File: src/rtl/pipe_ctrl_defs_pkg.sv
// Shared definitions for the pipeline stall/flush sequencer and the debug/trace unit:
// FSM state encodings and the default mul/div timeout.
package pipe_ctrl_defs_pkg;

    typedef enum logic [1:0] {
        ST_RUN       = 2'd0,
        ST_MD_WAIT   = 2'd1,
        ST_MEM_WAIT  = 2'd2,
        ST_EXC_DRAIN = 2'd3
    } pipe_state_e;

    localparam int unsigned MD_TIMEOUT_DEF = 64;
    localparam int unsigned DRAIN_W        = 3;
    localparam int unsigned PERF_W         = 32;

endpackage

File: src/rtl/stall_perf_cnt.sv
// Saturating stall-event counter; increments once per cycle while i_inc is high.
module stall_perf_cnt
    import pipe_ctrl_defs_pkg::*;
(
    input  logic              clk,
    input  logic              rst_n,
    input  logic              i_inc,
    output logic [PERF_W-1:0] o_cnt
);

    logic [PERF_W-1:0] r_cnt;

    always_ff @(posedge clk or negedge rst_n) begin
        if (!rst_n) begin
            r_cnt <= '0;
        end else if (i_inc && (r_cnt != {PERF_W{1'b1}})) begin
            r_cnt <= r_cnt + 1'b1;
        end
    end

    assign o_cnt = r_cnt;

endmodule

File: src/rtl/pipe_stall_ctrl.sv
// Central stall/flush sequencer for the 5-stage pipeline.
// Optional stall performance counters are built when STALL_PERF_CNT_EN is defined.
module pipe_stall_ctrl
    import pipe_ctrl_defs_pkg::*;
#(
    parameter int unsigned MD_TIMEOUT    = MD_TIMEOUT_DEF,
    parameter int unsigned EXC_DRAIN_CYC = 2,
    parameter int unsigned DELAY_SLOT    = 1
) (
    input  logic       clk,
    input  logic       rst_n,
    input  logic       load_use,
    input  logic       md_start_ex,
    input  logic       md_done,
    input  logic       mem_ready,
    input  logic       mem_access,
    input  logic       branch_taken,
    input  logic       exc_req_mem,
    input  logic       eret_mem,
    output logic       stall_if,
    output logic       stall_id,
    output logic       stall_ex,
    output logic       stall_mem,
    output logic       bubble_ex,
    output logic       bubble_wb,
    output logic       flush_id,
    output logic       flush_ex,
    output logic       flush_mem,
    output logic       pc_sel_exc,
    output logic       md_timeout_err,
    output logic [1:0] busy_state
`ifdef STALL_PERF_CNT_EN
    ,
    output logic [31:0] perf_load_stall,
    output logic [31:0] perf_md_stall,
    output logic [31:0] perf_mem_stall
`endif
);

    localparam int unsigned MD_CW = $clog2(MD_TIMEOUT + 1);

    pipe_state_e        r_state;
    pipe_state_e        w_state_nxt;
    logic [MD_CW-1:0]   r_md_cnt;
    logic [MD_CW-1:0]   w_md_cnt_nxt;
    logic [DRAIN_W-1:0] r_drain_cnt;
    logic [DRAIN_W-1:0] w_drain_cnt_nxt;
    logic               r_md_err;
    logic               w_md_err_nxt;

    always_ff @(posedge clk or negedge rst_n) begin
        if (!rst_n) begin
            r_state     <= ST_RUN;
            r_md_cnt    <= '0;
            r_drain_cnt <= '0;
            r_md_err    <= 1'b0;
        end else begin
            r_state     <= w_state_nxt;
            r_md_cnt    <= w_md_cnt_nxt;
            r_drain_cnt <= w_drain_cnt_nxt;
            r_md_err    <= w_md_err_nxt;
        end
    end

    // Outputs are decoded from current state and inputs; all forced low during reset.
    always_comb begin
        stall_if        = 1'b0;
        stall_id        = 1'b0;
        stall_ex        = 1'b0;
        stall_mem       = 1'b0;
        bubble_ex       = 1'b0;
        bubble_wb       = 1'b0;
        flush_id        = 1'b0;
        flush_ex        = 1'b0;
        flush_mem       = 1'b0;
        pc_sel_exc      = 1'b0;
        w_state_nxt     = r_state;
        w_md_cnt_nxt    = r_md_cnt;
        w_drain_cnt_nxt = r_drain_cnt;
        w_md_err_nxt    = r_md_err;

        if (!rst_n) begin
            w_state_nxt = ST_RUN;
        end else if (exc_req_mem || eret_mem) begin
            flush_id        = 1'b1;
            flush_ex        = 1'b1;
            flush_mem       = 1'b1;
            pc_sel_exc      = 1'b1;
            w_state_nxt     = ST_EXC_DRAIN;
            w_drain_cnt_nxt = DRAIN_W'(EXC_DRAIN_CYC - 1);
        end else begin
            case (r_state)
                ST_RUN: begin
                    if (mem_access && !mem_ready) begin
                        stall_if    = 1'b1;
                        stall_id    = 1'b1;
                        stall_ex    = 1'b1;
                        stall_mem   = 1'b1;
                        bubble_wb   = 1'b1;
                        w_state_nxt = ST_MEM_WAIT;
                    end else if (md_start_ex) begin
                        // A result already valid at issue needs no wait.
                        if (!md_done) begin
                            stall_if     = 1'b1;
                            stall_id     = 1'b1;
                            w_md_cnt_nxt = '0;
                            w_state_nxt  = ST_MD_WAIT;
                        end
                    end else if (load_use) begin
                        stall_if  = 1'b1;
                        stall_id  = 1'b1;
                        bubble_ex = 1'b1;
                    end else if (branch_taken && (DELAY_SLOT == 0)) begin
                        flush_id = 1'b1;
                    end
                end
                ST_MD_WAIT: begin
                    if (md_done) begin
                        w_state_nxt = ST_RUN;
                    end else begin
                        stall_if  = 1'b1;
                        stall_id  = 1'b1;
                        stall_ex  = 1'b1;
                        flush_mem = 1'b1;
                        if (r_md_cnt == MD_CW'(MD_TIMEOUT - 1)) begin
                            w_md_err_nxt = 1'b1;
                            w_state_nxt  = ST_RUN;
                        end else begin
                            w_md_cnt_nxt = r_md_cnt + 1'b1;
                        end
                    end
                end
                ST_MEM_WAIT: begin
                    if (mem_ready) begin
                        w_state_nxt = ST_RUN;
                    end else begin
                        stall_if  = 1'b1;
                        stall_id  = 1'b1;
                        stall_ex  = 1'b1;
                        stall_mem = 1'b1;
                        bubble_wb = 1'b1;
                    end
                end
                ST_EXC_DRAIN: begin
                    flush_id = 1'b1;
                    if (r_drain_cnt == '0) begin
                        w_state_nxt = ST_RUN;
                    end else begin
                        w_drain_cnt_nxt = r_drain_cnt - 1'b1;
                    end
                end
                default: w_state_nxt = ST_RUN;
            endcase
        end
    end

    assign md_timeout_err = r_md_err;
    assign busy_state     = r_state;

`ifdef STALL_PERF_CNT_EN
    // Each stall source has a unique output signature: bubble_ex only for load-use,
    // bubble_wb only for memory wait, a bare front-end stall otherwise for mul/div.
    logic w_load_stall;
    logic w_md_stall;
    logic w_mem_stall;

    assign w_load_stall = bubble_ex;
    assign w_mem_stall  = bubble_wb;
    assign w_md_stall   = stall_if && !bubble_ex && !bubble_wb;

    stall_perf_cnt u_perf_load (
        .clk   (clk),
        .rst_n (rst_n),
        .i_inc (w_load_stall),
        .o_cnt (perf_load_stall)
    );

    stall_perf_cnt u_perf_md (
        .clk   (clk),
        .rst_n (rst_n),
        .i_inc (w_md_stall),
        .o_cnt (perf_md_stall)
    );

    stall_perf_cnt u_perf_mem (
        .clk   (clk),
        .rst_n (rst_n),
        .i_inc (w_mem_stall),
        .o_cnt (perf_mem_stall)
    );
`endif

endmodule
File: config.mk
export PLATFORM = sky130hd
export DESIGN_NAME = pipe_stall_ctrl
export DESIGN_NICKNAME = d
export VERILOG_FILES = /design/src/rtl/pipe_ctrl_defs_pkg.sv /design/src/rtl/stall_perf_cnt.sv /design/src/rtl/pipe_stall_ctrl.sv
export SDC_FILE = /design/constraint.sdc
export NUM_CORES = 1
export LEC_CHECK = 0
export CORE_UTILIZATION = 45
export DETAILED_ROUTE_END_ITERATION = 6
export DONT_BUFFER_PORTS = 1
export GPL_ROUTABILITY_DRIVEN = 0
export SYNTH_ARGS = -nofsm -noshare
export SYNTH_HDL_FRONTEND = slang
export SYNTH_SLANG_ARGS = --single-unit
File: constraint.sdc
create_clock -name clk -period 2.69 [get_ports clk]
set_input_delay 0.538 -clock clk [delete_from_list [all_inputs] [get_ports clk]]
set_output_delay 0.538 -clock clk [all_outputs]
set_load 0.005 [all_outputs]
# Word-level counts from Yosys, hierarchy flattened
# Index checks and enable logic that the tools add are counted.
[classes]
n_addsub = 2
eq_ne = 15
n_mux = 47
n_bitwise = 2
reduce_logical = 11
[ops]
columns = ["operator", "count"]
rows = [
  ["7-bit 2-to-1 mux", 5],
  ["1-bit 2-to-1 mux", 25],
  ["2-bit 2-to-1 mux", 9],
  ["5-bit != test, second input constant", 3],
  ["7-bit case mux with 2 select lines", 1],
  ["2-bit != test, second input constant", 6],
  ["5-bit AND reduction", 2],
  ["3-bit 2-to-1 mux", 3],
  ["4-bit != test, second input constant", 2],
  ["2-bit case mux with 4 select lines", 1],
  ["8-bit AND reduction", 1],
  ["7-bit by 1-bit adder with 7-bit output, second input constant", 1],
  ["7-bit by 6-bit == test with 1-bit output, second input constant", 1],
  ["1-bit case mux with 3 select lines", 2],
  ["2-bit == test, second input constant", 2],
  ["2-bit nonzero test", 2],
  ["3-bit logical NOT", 1],
  ["3-bit AND reduction", 1],
  ["3-bit by 1-bit subtractor with 3-bit output, second input constant", 1],
  ["2-bit by 1-bit == test with 1-bit output, second input constant", 1],
  ["2-bit logical NOT", 1],
  ["1-bit NOT", 2],
  ["1-bit case mux with 2 select lines", 1],
  ["1-bit logical AND", 1],
  ["other kinds (2)", 2],
]
[word_totals]
ff_bits = 13
in_bits = 10

# Logic depth before layout (Yosys ltp)
[logic_depth]
word_depth = 6
depth_mapped = 7

# Worst setup path before layout
# OpenSTA, ideal clock, no wires.
[synth_path]
path_kind = "register to register"
startpoint = "reg r_md_cnt[0]"
endpoint = "reg r_md_cnt[5]"
t_arrival_ps = 1962
required_time_ps = 2613
setup_slack_ps = 651
stages_incl_launch_ff = 8
n_path_buf = 1
cell_sequence = "dfrtp_1 -> ha_1 -> and3_1 -> and4_4 -> or3_1 -> clkbuf_2 -> or4_1 -> a21oi_1"
[synth_between]
elab_chain_cells = 4
elab_cells_between_ends = 7
classes_between = "add/sub (1); eq/ne (2); mux (3); reduce/logical (1)"
[synth_rtl]
columns = ["item", "line", "text"]
rows = [
  ["from (decl)", "pipe_stall_ctrl.sv:44", "logic [MD_CW-1:0] r_md_cnt;"],
  ["from (signal assigned)", "pipe_stall_ctrl.sv:59", "r_md_cnt <= w_md_cnt_nxt;"],
  ["7-bit by 1-bit adder with 7-bit output", "pipe_stall_ctrl.sv:129", "w_md_cnt_nxt = r_md_cnt + 1'b1;"],
  ["7-bit 2-to-1 mux", "pipe_stall_ctrl.sv:125", "if (r_md_cnt == MD_CW'(MD_TIMEOUT - 1)) begin"],
  ["7-bit 2-to-1 mux", "pipe_stall_ctrl.sv:118", "if (md_done) begin"],
  ["7-bit case mux with 2 select lines", "pipe_stall_ctrl.sv:92", "case (r_state)"],
]
# Several ways; a longest one is shown, not always the timed one. The select of a mux whose other input is x is not followed.
# A chain may end at the register's enable or synchronous reset.

# Worst setup path after layout
# Same ends and word-level chain as after synthesis.

==> results.md <==
- The number of clock buffers inserted by TritonCTS is 3.
- Detailed routing inserted a total of 620 vias.
- A synthesized cell averages 8.88 um2.
- After clock tree synthesis, the clock-pin slew on the worst setup and hold paths is 0.08 ns.
- The clock arrives with 0.00187 ns of skew.
- Timing analysis after detailed placement gives a worst setup slack of 0.576 ns.
- Setup repair after global routing left no endpoint under its margin.
- The number of different library cells used by synthesis comes to 33.
- The site row count is 14.
- The post-route netlist has 11.1% of its cells at a drive strength greater than 1.
- The global-route wire length before repair is 2500 um.
- The number of H-tree branching levels is 1.
- The power per standard cell area is 518 mW/mm2.
- The post-CTS setup buffer count is 0.
- The detailed router finished its first iteration with 16 violations.
- Adding up every negative setup slack in the final design gives 0 ns.
- Max-cap violations in this run came to 0.
- The worst setup path is launched from a flop.
- The final worst-path setup slack is 0.551 ns.
- The number of fill cells is 151.
- The total area inside the core boundary comes to 0.00158 mm2.
- The worst setup path is captured at a flop.
- The worst pin sits at a relative slew slack of 60.8%.
- The cell type of the slowest stage on the worst timing path is or3_1.
- The final hold violation count is 0.
- The post-synthesis instance total is 90.
- In this run the register-to-register setup slack is 0.55 ns.
- The leakage power summed over all cells is 0.367 nW.
- The root cell of the clock tree is clkbuf_4.
- The cell area after synthesis is 800 um2.
- From bottom edge to top edge, the die measures 44.2 um.
- The number of antenna violations at the first check in global routing is 0.
- Including well taps, the total number of placed cells is 101.
- For this run, the total global-route usage over all layers was measured as 17.9%.
- The critical setup path kind is flop to flop.
- After detailed routing, the number of vias per cell comes to 5.85.
- The detailed-route DRC error count is 0.
- After detailed routing, the total wire length is 1460 um.
- The repair_antennas step left the layout with diodes totalling 0.
- The worst-case vdd ir drop is 0.000303 V.
- The initial cell density of the core is 50.7%.
- The library cell occupying the most area in the post-synthesis netlist is dfrtp_1.
- The deepest clock path buffer count is 2.
- The share of Yosys cell area claimed by the top area cell type is 40.7%.
- The arrival time at the worst endpoint is 2.34 ns.
- The remaining antenna violation count is 0.
- The clock reaches the later pin of the worst-skew pair after 0.27 ns.
- In this run the tool buffered the top-level ports with 0 buffer cells.
- Once layout is complete, the utilization of the core stands at 52.4%.
- The largest net degree at the start of global routing is 14.
- In this run the cell area measured after placement is 788 um2.
- The critical path goes through ha_1 > and3_1 > and4_4 > or3_1 > or4_1 > a21oi_1.
- The setup-violating endpoint count in the final report is 0.
- Counting every net in the synthesized netlist gives 103.
- From left edge to right edge, the die measures 44.2 um.
- For the worst setup path, the data required time is 2.89 ns.
- The count of cells in the finished layout, fillers not included, comes to 106.
- Dividing the detail-routed wire length by the instance count gives 13.7 um.
- 23 I/O pins were placed.
- The final instance area is 826 um2.
- TritonCTS built the clock tree.
- By area the synthesized netlist is led by dfrtp_1, ha_1, nand2_1.
- The peak fanout along the critical path is 7.
- For the finished layout, the period the worst path requires is 2.14 ns.
- The synthesis warning total is 0.
- The half-perimeter wire length after placement is 1090 um.
- The transition time at the pin with the least slew margin is 0.586 ns.
- The area added between synthesis and finish is 3.29%.
- The final layout net count is 104.
- The synthesized design contains 13 register bits.
- The worst path uses 79.5% of the clock period.
- The fraction of the yosys area taken by sequential cells is 40.7%.
- The detailed-routing iteration count for the pre-antenna-repair pass is 6.
- The largest single stage delay on the critical path is 0.47 ns.
- The fmax is 0.468 GHz.
- The run finished with clean final reports.
- The via count of the first global-routing pass is 577.
- The full die area is 0.00195 mm2.
- After clock tree synthesis, the flow added hold-fix buffers numbering 1.
- The count of cells resized by post-cts repair is 0.
- The path class of the tightest hold or removal check is input port to flop.
- The final count of pins violating max slew is 0.
- For this design, the sink count on the clock tree is 13.
- The total grt overflow is 0.
==> path summary, 6_finish.rpt <==
kind                                               to                  startpoint  cells after the start
hold / removal              busy_state[1]$_DFFE_PN0P_                       rst_n                      1
max in group asynchronous   busy_state[1]$_DFFE_PN0P_                       rst_n                      1
hold reg to reg            r_drain_cnt[2]$_DFFE_PN0P_  r_drain_cnt[2]$_DFFE_PN0P_                      2
setup / recovery              r_md_cnt[5]$_DFFE_PN0P_     r_md_cnt[0]$_DFFE_PN0P_                      6
setup reg to reg              r_md_cnt[5]$_DFFE_PN0P_     r_md_cnt[0]$_DFFE_PN0P_                      6
min in group asynchronous     r_md_cnt[2]$_DFFE_PN0P_                       rst_n                      1
==> report_power, final <==
part / switching [mW] / internal (mW)
combinational: 0.0402 / 0.0368
clock: 0.0642 / 0.0551
sequential: 0.0174 / 0.215
==> area by class of cell <==
type | instances | area (um2) | area share [%]
inverters | 4 | 15.0 | 1.82
clock inverters | 1 | 5.00 | 0.606
repair buffers | 1 | 10.0 | 1.21
flip-flops and latches | 13 | 325 | 39.4
well taps | 16 | 20.0 | 2.42
multi-input cells | 68 | 428 | 51.8
clock buffers | 3 | 22.5 | 2.73
==> kinds of logic after synthesis <==
kind of cell             synth area share, %
multiplexers                            1.41
buffers and inverters                   5.79
flip-flops                              40.7
XOR/XNOR                                2.19
AND/OR/NAND/NOR                         28.6
AO/OA/AOI/OAI                           16.6
adder cells (fa/ha/maj)                 4.70
==> placed cells by master (no fill, tap or decap), types with 2 or more instances in the layout <==
cell,synthesis,final
a21boi_0,2,2
inv_1,4,4
nor3b_1,2,2
ha_1,3,3
a21oi_1,6,6
nand3_1,4,4
clkbuf_4,0,3
nor2_1,8,8
xnor2_1,2,2
or3_1,3,3
nor3_1,3,3
dfrtp_1,13,13
nor2b_1,3,3
nand2b_1,2,2
o21ai_0,6,6
nand2_1,9,9
==> synthesized netlist by cell type (all sizes together) <==
cell type / count
dfrtp: 13
nand2: 9
nor2: 9
a21oi: 6
o21ai: 6
inv: 4
nand3: 4
buf: 3
ha: 3
nor2b: 3
nor3: 3
nor3b: 3
or3: 3
a21boi: 2
clkbuf: 2
nand2b: 2
xnor2: 2
a21o: 1
a22o: 1
a31o: 1
a41o: 1
and3: 1
and4: 1
mux2: 1
nor4b: 1
o21a: 1
o21bai: 1
o31ai: 1
or2: 1
or4: 1
==> registers in the layout, indices dropped and copies added (netlist names) <==
signal          flops
r_md_cnt            7
r_drain_cnt         3
busy_state          2
md_timeout_err      1
==> through the flow <==
step | hold WS [ns] | total power [mW]
after global placement | 0.243 | 0.305
after global routing | 0.352 | 0.461
after floorplan | 0.242 | 0.295
after CTS | 0.363 | 0.439
after detailed placement | 0.243 | 0.309
final | 0.377 | 0.428
==> worst max-delay path: cells and delay by family, from the launching register on <==
| kind | cells | cell delay (ns) |
|---|---|---|
| compound gates | 1 | 0.15 |
| flops | 1 | 0.41 |
| simple gates | 4 | 1.30 |
| fa+ha+maj | 1 | 0.21 |
==> metal layers <==
| metal | wire (um) | up-vias | part of all wire [%] | GRT usage, % |
|---|---|---|---|---|
| li1 | - | 316 | - | - |
| met1 | 734 | 282 | 50 | 25.8 |
| met2 | 632 | 20 | 43 | 25.3 |
| met5 | 0 | - | 0 | 0 |
| met4 | 9 | 0 | 0.62 | 9.09 |
| met3 | 80 | 2 | 5.5 | 3.67 |
Power figures use the tool's default switching activity.
